===== config.mk =====
export PLATFORM = sky130hd
export DESIGN_NAME = mux_sel_pipe
export DESIGN_NICKNAME = d
export VERILOG_FILES = /design/src/rtl/mips_mux_pkg.sv /design/src/rtl/mux_sel_pipe_skid_buf.sv /design/src/rtl/mux_sel_pipe.sv
export SDC_FILE = /design/constraint.sdc
export NUM_CORES = 1
export LEC_CHECK = 0
export CORE_MARGIN = 2
export CORE_UTILIZATION = 41
export CTS_BUF_LIST = sky130_fd_sc_hd__clkbuf_16
export DETAILED_ROUTE_END_ITERATION = 7
export PLACE_DENSITY_LB_ADDON = 0.12
export RECOVER_POWER = 50
export SLEW_MARGIN = 15
export SYNTH_ARGS = -nofsm -noshare
export SYNTH_HDL_FRONTEND = slang
export SYNTH_SLANG_ARGS = --single-unit

===== constraint.sdc =====
create_clock -name clk -period 2.75 [get_ports clk]
set_input_delay 0.55 -clock clk [delete_from_list [all_inputs] [get_ports clk]]
set_output_delay 0.55 -clock clk [all_outputs]
set_load 0.05 [all_outputs]

===== src/rtl/mips_mux_pkg.sv =====
// Shared definitions for the MIPS datapath selector blocks.
// Default widths and the helper that locates candidate k inside a packed bus.
package mips_mux_pkg;

   localparam int DATA_W    = 32;
   localparam int DEF_ERR_W = 16;

   function automatic int slice_lo(input int k, input int w);
      return k * w;
   endfunction

endpackage


===== src/rtl/mux_sel_pipe_skid_buf.sv =====
// Two-entry output stage: a main register driving the outputs plus one skid register.
// in_ready is registered so it never combinationally depends on out_ready.
module skid_buf
   import mips_mux_pkg::*;
#(
   parameter int PW = DATA_W + 1
) (
   input  logic          clk,
   input  logic          rst_n,
   input  logic          in_valid,
   output logic          in_ready,
   input  logic [PW-1:0] in_pld,
   output logic          out_valid,
   input  logic          out_ready,
   output logic [PW-1:0] out_pld
);

   logic [PW-1:0] main_q, main_d;
   logic [PW-1:0] skid_q, skid_d;
   logic          main_vld_q, main_vld_d;
   logic          skid_vld_q, skid_vld_d;
   logic          rdy_q;
   logic          acc, xfer;

   assign acc  = in_valid && rdy_q;
   assign xfer = main_vld_q && out_ready;

   always_comb begin
      main_d     = main_q;
      main_vld_d = main_vld_q;
      skid_d     = skid_q;
      skid_vld_d = skid_vld_q;
      if (main_vld_q && !xfer) begin
         // Main is stalled; a new beat can only land in the skid (empty whenever rdy_q is 1).
         if (acc) begin
            skid_d     = in_pld;
            skid_vld_d = 1'b1;
         end
      end else if (skid_vld_q) begin
         main_d     = skid_q;
         main_vld_d = 1'b1;
         skid_vld_d = 1'b0;
      end else begin
         main_vld_d = acc;
         if (acc) begin
            main_d = in_pld;
         end
      end
   end

   always_ff @(posedge clk) begin
      if (!rst_n) begin
         main_q     <= '0;
         main_vld_q <= 1'b0;
         skid_vld_q <= 1'b0;
         rdy_q      <= 1'b0;
      end else begin
         main_q     <= main_d;
         main_vld_q <= main_vld_d;
         skid_vld_q <= skid_vld_d;
         rdy_q      <= !skid_vld_d;
      end
   end

   always_ff @(posedge clk) begin
      skid_q <= skid_d;
   end

   assign in_ready  = rdy_q;
   assign out_valid = main_vld_q;
   assign out_pld   = main_q;

endmodule


===== src/rtl/mux_sel_pipe.sv =====
// N-input selector with default word for out-of-range codes, registered
// back-pressured output and a saturating out-of-range beat counter.
module mux_sel_pipe
   import mips_mux_pkg::*;
#(
   parameter int WIDTH  = DATA_W,
   parameter int NUM_IN = 4,
   parameter int SEL_W  = 3,
   parameter int ERR_W  = DEF_ERR_W
) (
   input  logic                    clk,
   input  logic                    rst_n,
   input  logic                    in_valid,
   output logic                    in_ready,
   input  logic [SEL_W-1:0]        sel,
   input  logic [NUM_IN*WIDTH-1:0] in_bus,
   input  logic [WIDTH-1:0]        default_in,
   output logic                    out_valid,
   input  logic                    out_ready,
   output logic [WIDTH-1:0]        out_data,
   output logic                    out_sel_err,
   input  logic                    err_clr,
   output logic [ERR_W-1:0]        err_count
);

   function automatic logic [ERR_W-1:0] sat_inc(input logic [ERR_W-1:0] v);
      return (&v) ? v : v + ERR_W'(1);
   endfunction

   logic [WIDTH-1:0] word;
   logic             sel_err;
   logic             acc;
   logic [ERR_W-1:0] err_count_q, err_count_d;
   logic [WIDTH:0]   out_pld;

   always_comb begin
      word    = default_in;
      sel_err = 1'b1;
      for (int k = 0; k < NUM_IN; k++) begin
         if (sel == SEL_W'(k)) begin
            word    = in_bus[slice_lo(k, WIDTH) +: WIDTH];
            sel_err = 1'b0;
         end
      end
   end

   assign acc = in_valid && in_ready;

   // A clear coinciding with a counted beat leaves that beat counted.
   always_comb begin
      err_count_d = err_count_q;
      if (acc && sel_err) begin
         err_count_d = err_clr ? ERR_W'(1) : sat_inc(err_count_q);
      end else if (err_clr) begin
         err_count_d = '0;
      end
   end

   always_ff @(posedge clk) begin
      if (!rst_n) begin
         err_count_q <= '0;
      end else begin
         err_count_q <= err_count_d;
      end
   end

   skid_buf #(
      .PW(WIDTH + 1)
   ) u_skid (
      .clk      (clk),
      .rst_n    (rst_n),
      .in_valid (in_valid),
      .in_ready (in_ready),
      .in_pld   ({sel_err, word}),
      .out_valid(out_valid),
      .out_ready(out_ready),
      .out_pld  (out_pld)
   );

   assign out_data    = out_pld[WIDTH-1:0];
   assign out_sel_err = out_pld[WIDTH];
   assign err_count   = err_count_q;

endmodule

Yosys cells after proc, flatten, opt, wreduce, memory -nomap -nowiden
Index checks and enable logic that the tools add are counted.

word-level totals
  flip-flop bits (word level) = 85
  bits of input ports = 168
  output and inout bits = 51
  logic and storage cells = 42

cells by class
  add/sub/neg operators = 1
  equality and inequality tests = 4
  multiplexer cells = 17
  bitwise logic cells = 1
  reductions and logical operators = 13

operators with widths
  kind                                                              count
  32-bit 2-to-1 mux                                                 4
  33-bit 2-to-1 mux                                                 2
  16-bit 2-to-1 mux                                                 4
  16-bit by 1-bit adder with 16-bit output (second input constant)  1
  16-bit AND reduction                                              1
  1-bit 2-to-1 mux                                                  7
  3-bit by 2-bit == test with 1-bit output (second input constant)  2
  2-bit AND reduction                                               3
  1-bit logical AND                                                 4
  2-bit nonzero test                                                2
  3-bit by 1-bit == test with 1-bit output (second input constant)  1
  3-bit zero test                                                   1
  1-bit zero test                                                   2
  2-bit inequality test (second input constant)                     1
  1-bit NOT                                                         1

Logic depth before layout (Yosys ltp)
Gate-level depths: netlist (run 1).

  word-level depth = 8
  mapped depth = 8
  depth with buffers taken out = 6

Hierarchy
A second synthesis (run 1) with hierarchy kept.

unflattened totals
  cells, all modules = 377
  area, all modules = 4740.8 µm²

modules (own cells, without submodules)
  module        times used  cells an instance  area an instance (µm²)  sequential area each (µm²)
  skid_buf      1           196                2717.6                  1711.6
  mux_sel_pipe  1           181                2023.2                  320.3

Least setup slack after synthesis (run 1)
No wires, ideal clock.

  kind = register to register
  from = register u_skid.main_vld_q (netlist: u_skid.out_valid)
  to = register u_skid.skid_q[0] (enable)
  setup time = 0.423 ns
  arrival = 2.245 ns
  required time = 2.327 ns
  slack = 0.082 ns
  stages on the path, launching flop included = 3
  path buffers = 0
  period minus slack after synthesis = 2.668 ns
  cells stage by stage = dfxtp_1 -> nand2_1 -> nor2_1

between the ends
  longest elaborated chain between the ends = 4

ends and longest elaborated chain
  element                                 line                         text
  start, declared                         mux_sel_pipe_skid_buf.sv:20  logic main_vld_q, main_vld_d;
  start signal, assigned                  mux_sel_pipe_skid_buf.sv:59  main_vld_q <= main_vld_d;
  1-bit logical AND                       mux_sel_pipe_skid_buf.sv:26  assign xfer = main_vld_q && out_ready;
  1-bit zero test                         mux_sel_pipe_skid_buf.sv:33  if (main_vld_q && !xfer) begin
  1-bit logical AND *                     mux_sel_pipe_skid_buf.sv:33
  2-bit AND reduction (no source line) *  --
  end signal, assigned                    mux_sel_pipe_skid_buf.sv:66  skid_q <= skid_d;
  end, declared                           mux_sel_pipe_skid_buf.sv:19  logic [PW-1:0] skid_q, skid_d;

Mark *: on every way between the ends. The rest lies on a longest branch, timed or not.
A chain may end at the register's enable or synchronous reset.

Final worst setup path (run 1)
  from = input port in_valid
  to = register u_skid.main_q[22] (netlist: u_skid.out_pld[22])

between the ends
  longest elaborated chain between the ends = 3

ends and longest elaborated chain
  element                               line                         text
  start, declared                       mux_sel_pipe.sv:13           input logic in_valid,
  1-bit logical AND                     mux_sel_pipe_skid_buf.sv:25  assign acc = in_valid && rdy_q;
  2-bit nonzero test (no source line)   --
  2-bit AND reduction (no source line)  --
  end signal, assigned                  mux_sel_pipe_skid_buf.sv:58  main_q <= main_d;
  end, declared                         mux_sel_pipe_skid_buf.sv:18  logic [PW-1:0] main_q, main_d;

No other way between the ends.

==> results of run 1 <==
-- state kept, by name, indices dropped and copies added (netlist names) --
signal,count
u_skid.in_ready,1
u_skid.skid_vld_q,1
err_count,16
u_skid.out_valid,1
u_skid.skid_q,33
u_skid.out_pld,33
-- cell usage in the layout, fill, tap and decap left out, drive strengths merged, types with 3 or more instances in the layout --
cell type        n
clkdlybuf4s50  206
dfxtp           52
nor2            47
nand2           40
inv             38
o21ai           35
nand2b          33
edfxtp          33
a2bb2oi         32
o22ai           32
o21a            32
a22oi           32
buf             17
clkbuf          14
dlygate4sd3     11
nor3             8
xnor2            8
nand3            7
a21oi            6
and3             4
and4             4
nand4            4
nor4             4
clkinv           4
nand3b           3
-- cells by family (layout without fill, tap and decap cells) --
| group | count (synthesis) | after routing |
|---|---|---|
| DFF | 85 | 85 |
| AOI/OAI and AO/OA | 180 | 180 |
| xor gates and xnor gates | 8 | 8 |
| adders and majority gates | 1 | 1 |
| and+or+nand+nor | 163 | 163 |
| buffers and inverters | 79 | 291 |
-- power by group through the flow --
stage,Clock [mW],Sequential [mW],Combinational [mW]
3_3_place_gp,0,1.41,0.770
3_5_place_dp,0,1.41,0.779
6_report,1.23,1.38,0.773
5_1_grt,1.30,1.39,0.826
4_1_cts,1.25,1.38,0.782
2_1_floorplan,0,1.53,0.254
-- worst min-delay path: stages (launching register included) --
cell and delay (ns):
dfxtp_1 0.32, a22oi_1 0.06, o21ai_0 0.07
-- through the flow --
| stage | setup slack, ns | cell area, µm² | total power, mW | hold WS, ns |
|---|---|---|---|---|
| 2_1_floorplan | 0.0816 | 4550 | 1.79 | 0.455 |
| 3_3_place_gp | 0.176 | 6890 | 2.18 | 0.456 |
| 3_5_place_dp | 0.0504 | 6890 | 2.19 | 0.473 |
| 4_1_cts | 0.392 | 7200 | 3.41 | 0.484 |
| 5_1_grt | 0.168 | 7150 | 3.51 | 0.514 |
| 6_report | 0.287 | 7150 | 3.39 | 0.484 |
-- per-layer routing --
| metal | vias up | wire length [µm] | global-route usage, % |
|---|---|---|---|
| met2 | 184 | 7160 | 44.4 |
| li1 | 2280 | - | - |
| met5 | - | 0 | 0 |
| met4 | 0 | 265 | 8.23 |
| met1 | 2156 | 5960 | 29.0 |
| met3 | 21 | 1360 | 7.11 |
-- worst paths after layout --
path                              to  slack, ns  depth (start not counted)
setup reg to reg        err_count[8]       0.74                          6
hold / removal    u_skid.out_pld[10]       0.48                          2
setup / recovery  u_skid.out_pld[22]       0.29                          7
hold reg to reg   u_skid.out_pld[10]       0.48                          2
-- cell type report --
type | instances | area (µm²)
Fill cell | 926 | 3690
Multi-Input combinational cell | 352 | 2150
Clock buffer | 9 | 225
Inverter | 36 | 135
Tap cell | 140 | 175
Timing Repair Buffer | 239 | 2350
Clock inverter | 7 | 82.6
Sequential cell | 85 | 2030
==> run summary, run 1 <==
ys async rst share -> 0%
Die H -> 109 µm
# setup viols final -> 0
drt wl/cell -> 17.0 µm
GRT Resource Usage Total -> 25.0%
setup repair bufs after CTS -> 0
total gr overflow -> 0
Leakage -> 2.61 nW
cell chain of the critical path -> dlygate4sd3_1, a21oi_1, a21oi_1, nor2b_2, buf_4, a22oi_1, o21ai_1
# rows -> 38
Comb pwr share -> 22.8%
clk_skew -> 0.00744 ns
crit start category -> input pin
fmax -> 406 MHz
Synth Cell Area -> 4550 µm²
Post-Place Cells -> 852
final cell count without fillers -> 868
Hold Fails Final Rpt -> 0
antenna violations before repair -> 0
P_sw -> 908 µW
hold path start -> u_skid.out_pld[10]
status -> finished, violations left
core area -> 10800 µm²
Max Slew Vio Count -> 34
Synth Area in Adders -> 0.275%
area delta synth->final -> 57.1%
Via Count -> 4641
die width -> 109 µm
Net Count, Synth -> 685
ANT nets after route -> 0
CP startpoint -> in_valid
CTS clock-pin slew for the worst setup and hold paths -> 0.07 ns
via density per instance -> 5.35
CTS tree -> done
DIE AREA -> 12000 µm²
Ys Warns -> 0
crit-path max FO -> 20
HP Class -> register to register
vias in the first global route -> 4680
first-pass GRT wire length -> 22.9 mm
maximum vdd drop -> 0.329 mV
Tcrit/Tclk final -> 89.6%
Mean Syn Cell Area -> 8.82 µm²
Core Util, Final -> 66.0%
Initial Util -> 42.0%
Total Wirelength -> 14.7 mm
Post-DP HPWL -> 11.0 mm
switch share -> 26.8%
critical path endpoint category -> register
Synth Instances -> 516
I/O pin count -> 219
headroom to the max-slew limit -> -13.7%
htree depth -> 3
PortBufs -> 218
RD Place Congestion -> 0.884
CTS Root Cell -> clkbuf_16
Critical Path RT -> 3.02 ns
Largest delay share family, worst path -> buffers and inverters
Synth top cells by count -> dfxtp_1, nor2_1, nand2_1
CTS Buf Count -> 9
failing checks -> max-capacitance violations, max-slew violations
simple logic cell fraction of the synthesized area -> 18.5%
sequential cell fraction of total power -> 40.8%
Worst R2R Start -> err_count[0]
proportion of layout cells with a drive suffix above 1 -> 5.36%
Yosys top cell area share -> 22.9%
post-synthesis mux area share -> 0%
worst-margin pin slew -> 1.71 ns
area leader, netlist -> dfxtp_1
CP arrival -> 2.74 ns
Sink Count -> 85
Post-CTS Hold Buffers -> 0
crit-path max cell delay -> 0.76 ns
Int Pwr -> 2.48 mW
largest family of logic cells by synthesized area -> compound AO/OA/AOI/OAI gates
DR DRC count -> 0
XOR/XNOR share of the synthesized area -> 1.54%
number of synthesized flops with an enable pin -> 33
post_cts resized -> 0
Final Critical Period -> 2.46 ns
top_reg_cell synth -> dfxtp_1
most frequent cell after synthesis -> dfxtp_1
clk_lat worst skew -> 0.34 ns
pwr dens -> 473 nW/µm²
CP max stage cell -> nor2b_2
sequential share of the synthesized area -> 44.7%
critical path's most frequent cell -> a21oi_1
number of max-cap violations -> 1
Cell variety after synth -> 48
clock power share -> 36.4%
DRT iter0 DRCs -> 250
worst path bufs/invs -> 2
setup TNS -> 0 ns
unrepaired setup endpoints after global routing -> false
Final nets -> 892
Synth Area in Compound Gates -> 27.5%
WS Path Type -> input pin to register
CTS Buffer Depth -> 2
Antenna diodes -> 0
maximum number of pins on one net before global-route repair -> 35
DRT Pass-1 Iters -> 5
synth top area cells -> dfxtp_1, edfxtp_1, a2bb2oi_1, a22oi_1, o21a_1
synthesized flop and latch total -> 85
Note: power is estimated with default switching activity, not from simulation.
==> run 2: changes to the inputs <==
- CORE_UTILIZATION: 41 -> 64
- DONT_BUFFER_PORTS: not set -> 1
- SETUP_SLACK_MARGIN: not set -> 0.15
==> run summary, run 2 (synthesized netlist as in run 1, its figures left out) <==
status -> complete, no violations (was finished, violations left)
via density per instance -> 6.50 (was 5.35)
Core Util, Final -> 71.8% (was 66.0%)
GRT Resource Usage Total -> 30.8% (was 25.0%)
Int Pwr -> 2.37 mW (was 2.48 mW)
vias in the first global route -> 3788 (was 4680)
Reg area -> 2030 µm² (unchanged)
CP max stage cell -> clkbuf_1 (was nor2b_2)
Hold Fails Final Rpt -> 0 (unchanged)
# setup viols final -> 0 (unchanged)
P_sw -> 772 µW (was 908 µW)
DR DRC count -> 0 (unchanged)
switch share -> 24.6% (was 26.8%)
Critical Path RT -> 3.00 ns (was 3.02 ns)
Sink Count -> 85 (unchanged)
area delta synth->final -> 7.73% (was 57.1%)
first-pass GRT wire length -> 18.5 mm (was 22.9 mm)
setup TNS -> 0 ns (unchanged)
Post-CTS Hold Buffers -> 0 (unchanged)
CTS Root Cell -> clkbuf_16 (unchanged)
CTS Buffer Depth -> 2 (unchanged)
Final nets -> 672 (was 892)
htree depth -> 3 (unchanged)
proportion of layout cells with a drive suffix above 1 -> 5.91% (was 5.36%)
drt wl/cell -> 20.0 µm (was 17.0 µm)
Largest delay share family, worst path -> simple AND/OR/NAND/NOR gates (was buffers and inverters)
die width -> 88.3 µm (was 109 µm)
worst path bufs/invs -> 1 (was 2)
PortBufs -> 0 (was 218)
fillcell total -> 556 (was 926)
RD Place Congestion -> 0.917 (was 0.884)
headroom to the max-slew limit -> 33.8% (was -13.7%)
cell chain of the critical path -> clkbuf_1, and4_1, nand4_1, or4_1, a21oi_1 (was dlygate4sd3_1, a21oi_1, a21oi_1, nor2b_2, buf_4, a22oi_1, o21ai_1)
WS Path Type -> register to register (was input pin to register)
crit start category -> register (was input pin)
DRT Pass-1 Iters -> 4 (was 5)
pwr dens -> 641 nW/µm² (was 473 nW/µm²)
most common cell after layout, fill and taps aside -> dfxtp_1 (was clkdlybuf4s50_1)
Leakage -> 1.72 nW (was 2.61 nW)
ANT nets after route -> 0 (unchanged)
critical path endpoint category -> register (unchanged)
total gr overflow -> 0 (unchanged)
post_cts resized -> 0 (unchanged)
# rows -> 30 (was 38)
unrepaired setup endpoints after global routing -> false (unchanged)
Total Wirelength -> 12.1 mm (was 14.7 mm)
DIE AREA -> 7800 µm² (was 12000 µm²)
post-route cell area -> 4900 µm² (was 7150 µm²)
CTS tree -> done (unchanged)
CP arrival -> 2.53 ns (was 2.74 ns)
crit-path max cell delay -> 0.63 ns (was 0.76 ns)
fmax -> 438 MHz (was 406 MHz)
area of the multi-input gates -> 2190 µm² (was 2150 µm²)
DRT iter0 DRCs -> 180 (was 250)
crit-path max FO -> 6 (was 20)
sequential cell fraction of total power -> 48.0% (was 40.8%)
Post-DP HPWL -> 8.36 mm (was 11.0 mm)
dpl cell area -> 4620 µm² (was 6890 µm²)
I/O pin count -> 219 (unchanged)
Tcrit/Tclk final -> 82.9% (was 89.6%)
commonest cells after routing, fill and taps aside -> dfxtp_1, nor2_1, nand2_1, inv_1 (was clkdlybuf4s50_1, dfxtp_1, nor2_1, nand2_1, inv_1)
Die H -> 88.3 µm (was 109 µm)
Comb pwr share -> 9.4% (was 22.8%)
CTS Buf Count -> 9 (unchanged)
core area -> 6830 µm² (was 10800 µm²)
maximum number of pins on one net before global-route repair -> 37 (was 35)
Tot Pwr -> 3.14 mW (was 3.39 mW)
worst-margin pin slew -> 0.992 ns (was 1.71 ns)
clk_skew -> 0.00647 ns (was 0.00744 ns)
Initial Util -> 66.6% (was 42.0%)
HP Class -> input pin to register (was register to register)
Antenna diodes -> 0 (unchanged)
antenna violations before repair -> 0 (unchanged)
Via Count -> 3926 (was 4641)
Final Critical Period -> 2.28 ns (was 2.46 ns)
setup repair bufs after CTS -> 0 (unchanged)
Max Slew Vio Count -> 0 (was 34)
number of max-cap violations -> 0 (was 1)
CTS clock-pin slew for the worst setup and hold paths -> 0.06 ns (was 0.07 ns)
clk_lat worst skew -> 0.33 ns (was 0.34 ns)
clock power share -> 42.5% (was 36.4%)
maximum vdd drop -> 0.373 mV (was 0.329 mV)
-- run 2: changes by cell type in the layout (fill, tap and decap cells not counted), sizes merged --
cell	previous run	this run
bufinv	1	3
dlygate4sd3	11	0
buf	17	6
clkdlybuf4s50	206	0
inv	38	37
clkinv	4	3
clkbuf	14	22
-- run 2: layout make-up --
cell class / count / area share, %
Sequential cell: 85 / 41.4
Tap cell: 96 / 2.45
Clock buffer: 9 / 4.59
Inverter: 36 / 2.76
Multi-Input combinational cell: 352 / 44.7
Timing Repair Buffer: 19 / 1.91
Clock inverter: 7 / 2.14
-- run 2: final timing paths --
| check | startpoint | endpoint | slack [ns] | depth (start not counted) |
|---|---|---|---|---|
| worst max-delay path | err_count[2] | err_count[14] | 0.47 | 5 |
| worst min-delay path | sel[2] | u_skid.skid_q[32] | 0.33 | 0 |
| worst max register to register | err_count[2] | err_count[14] | 0.47 | 5 |
| worst min register to register | u_skid.skid_q[0] | u_skid.out_pld[0] | 0.48 | 2 |
-- run 2: metrics by stage --
step                cells  hold WS [ns]  setup WS, ns
finish                604         0.326         0.469
global route          604         0.315         0.292
CTS                   604         0.312         0.672
detailed placement    588         0.471         0.485
global placement      588         0.467         0.452
floorplan             516         0.455         0.607
-- run 2: worst register-to-register path, cell delays in order (launching register included) --
cell and delay [ns]:
dfxtp_1 0.30, clkbuf_1 0.63, and4_1 0.48, nand4_1 0.19
or4_1 0.45, a21oi_1 0.15
-- run 2: power groups by stage --
stage               Combinational [mW]  Clock (mW)  Sequential (mW)
floorplan                        0.255           0             1.53
global placement                 0.287           0             1.53
detailed placement               0.296           0             1.54
CTS                              0.299        1.35             1.51
global route                     0.331        1.38             1.51
finish                           0.297        1.34             1.51
-- run 2: routing by layer --
| metal | up-vias | global-route usage [%] | routed length [µm] |
|---|---|---|---|
| met4 | 0 | 10.9 | 250 |
| met5 | - | 0 | 0 |
| li1 | 1842 | - | - |
| met2 | 211 | 54.0 | 5910 |
| met3 | 22 | 7.84 | 1190 |
| met1 | 1851 | 36.6 | 4720 |
==> run 3: changes to the inputs <==
- CORE_UTILIZATION: 64 -> 57
- clock period: 2.75 -> 1.93 ns (I/O delays scaled with it)
==> run summary, run 3 (synthesized netlist as in run 1, its figures left out) <==
status -> complete, no violations (unchanged)
crit-path max FO -> 26 (was 6)
Post-Place Cells -> 603 (was 588)
commonest cells after routing, fill and taps aside -> nor2_1, dfxtp_1, nand2_1, inv_1 (was dfxtp_1, nor2_1, nand2_1, inv_1)
# rows -> 32 (was 30)
antenna violations before repair -> 0 (unchanged)
die width -> 93.4 µm (was 88.3 µm)
top routing layer in use -> met4 (unchanged)
hold path start -> sel[2] (unchanged)
Setup WS post-layout -> 0.198 ns (was 0.469 ns)
Worst R2R Start -> u_skid.in_ready (was err_count[2])
Post-DP HPWL -> 8.73 mm (was 8.36 mm)
# setup viols final -> 0 (unchanged)
Critical Path RT -> 1.95 ns (was 3.00 ns)
proportion of layout cells with a drive suffix above 1 -> 8.90% (was 5.91%)
crit start category -> register (unchanged)
Place WS -> 0.222 ns (was 0.485 ns)
Sink Count -> 85 (unchanged)
worst-margin pin slew -> 0.871 ns (was 0.992 ns)
most common cell after layout, fill and taps aside -> nor2_1 (was dfxtp_1)
R2R Setup Slk -> 0.20 ns (was 0.47 ns)
Hold Fails Final Rpt -> 0 (unchanged)
RD Place Congestion -> 0.916 (was 0.917)
Metal-1 WL -> 5.20 mm (was 4.72 mm)
GRT Resource Usage Total -> 28.2% (was 30.8%)
DRT Pass-1 Iters -> 5 (was 4)
unrepaired setup endpoints after global routing -> true (was false)
met3 WL -> 958 µm (was 1.19 mm)
CTS Buffer Depth -> 2 (unchanged)
HP Class -> input pin to register (unchanged)
CTS tree -> done (unchanged)
pwr dens -> 877 nW/µm² (was 641 nW/µm²)
core area -> 7730 µm² (was 6830 µm²)
clock power share -> 41.4% (was 42.5%)
WS Path Type -> register to register (unchanged)
I/O pin count -> 219 (unchanged)
maximum vdd drop -> 0.477 mV (was 0.373 mV)
ANT nets after route -> 0 (unchanged)
routed wl met2 -> 6.05 mm (was 5.91 mm)
CTS Buf Count -> 9 (unchanged)
Antenna diodes -> 0 (unchanged)
cells on worst reg2reg path -> 3 (was 5)
area delta synth->final -> 9.98% (was 7.73%)
Final nets -> 681 (was 672)
switch share -> 25.8% (was 24.6%)
htree depth -> 3 (unchanged)
sequential cell fraction of total power -> 49.0% (was 48.0%)
critical path endpoint category -> register (unchanged)
worst reg2reg endpoint -> u_skid.skid_q[1] (was err_count[14])
setup repair bufs after CTS -> 0 (unchanged)
via density per instance -> 6.25 (was 6.50)
first-pass GRT wire length -> 19.3 mm (was 18.5 mm)
P_sw -> 1.13 mW (was 772 µW)
Tcrit/Tclk final -> 89.7% (was 82.9%)
Int Pwr -> 3.26 mW (was 2.37 mW)
maximum number of pins on one net before global-route repair -> 37 (unchanged)
CTS Root Cell -> clkbuf_16 (unchanged)
fmax -> 578 MHz (was 438 MHz)
clk_lat worst skew -> 0.33 ns (about the same)
CP startpoint -> u_skid.in_ready (was err_count[2])
Post-CTS Hold Buffers -> 0 (unchanged)
Max Slew Vio Count -> 0 (unchanged)
Die H -> 93.4 µm (was 88.3 µm)
clk_skew -> 0.0100 ns (was 0.00647 ns)
Total Wirelength -> 12.4 mm (was 12.1 mm)
Final Critical Period -> 1.73 ns (was 2.28 ns)
Leakage -> 1.78 nW (was 1.72 nW)
Via Count -> 3869 (was 3926)
CTS clock-pin slew for the worst setup and hold paths -> 0.06 ns (about the same)
final cell count without fillers -> 619 (was 604)
total gr overflow -> 0 (unchanged)
worst hold path depth -> 0 (unchanged)
post_cts resized -> 0 (unchanged)
DIE AREA -> 8710 µm² (was 7800 µm²)
number of max-cap violations -> 0 (unchanged)
DR DRC count -> 0 (unchanged)
CP arrival -> 1.75 ns (was 2.53 ns)
WHS Endpoint -> u_skid.skid_q[32] (unchanged)
headroom to the max-slew limit -> 41.7% (was 33.8%)
PortBufs -> 0 (unchanged)
Comb pwr share -> 9.6% (was 9.4%)
drt wl/cell -> 20.1 µm (was 20.0 µm)
vias in the first global route -> 3827 (was 3788)
Initial Util -> 58.9% (was 66.6%)
setup TNS -> 0 ns (unchanged)
DRT iter0 DRCs -> 176 (was 180)
## run 3: through the flow
| stage | power (mW) | instance area, µm² | hold WS [ns] | util, % |
|---|---|---|---|---|
| floorplan | 2.55 | 4570 | 0.455 | - |
| global placement | 2.60 | 4730 | 0.461 | 61.2 |
| detailed placement | 2.62 | 4730 | 0.474 | 61.2 |
| CTS | 4.42 | 5040 | 0.149 | 65.3 |
| global route | 4.55 | 5000 | 0.151 | 64.8 |
| finish | 4.39 | 5000 | 0.165 | 64.8 |
## run 3: power by group through the flow
stage,registers [mW],logic [mW],clock network [mW]
5_1_grt,2.16,0.469,1.92
3_3_place_gp,2.19,0.410,0
2_1_floorplan,2.18,0.364,0
3_5_place_dp,2.19,0.423,0
4_1_cts,2.15,0.424,1.85
6_report,2.15,0.421,1.82
## run 3: how the worst max path moves through the flow
stage                       end  slack, ns
6_report       u_skid.skid_q[1]       0.20
3_3_place_gp       err_count[3]       0.27
4_1_cts            err_count[3]       0.20
3_5_place_dp       err_count[3]       0.22
5_1_grt        u_skid.skid_q[3]       0.09
2_1_floorplan      err_count[6]       0.15
## run 3: final cells by class
class                   count  area [µm²]
fillers                   650        2720
clock buffers               9         225
repair buffers             28         195
well taps                 102         128
inverters                  36         135
clock inverters             7        90.1
flip-flops and latches     85        2040
multi-input cells         352        2190
## run 3: critical path: stages, from the launching register on
cell and delay, ns:
dfxtp_1 0.39, nand2_1 0.07, nor2_1 0.68, buf_12 0.28
## run 3: per-layer routing
layer / vias to the layer above / track usage (%)
met5: - / 0
met4: 0 / 10.7
met3: 22 / 7.01
met2: 165 / 47.8
met1: 1823 / 34.5
li1: 1859 / -
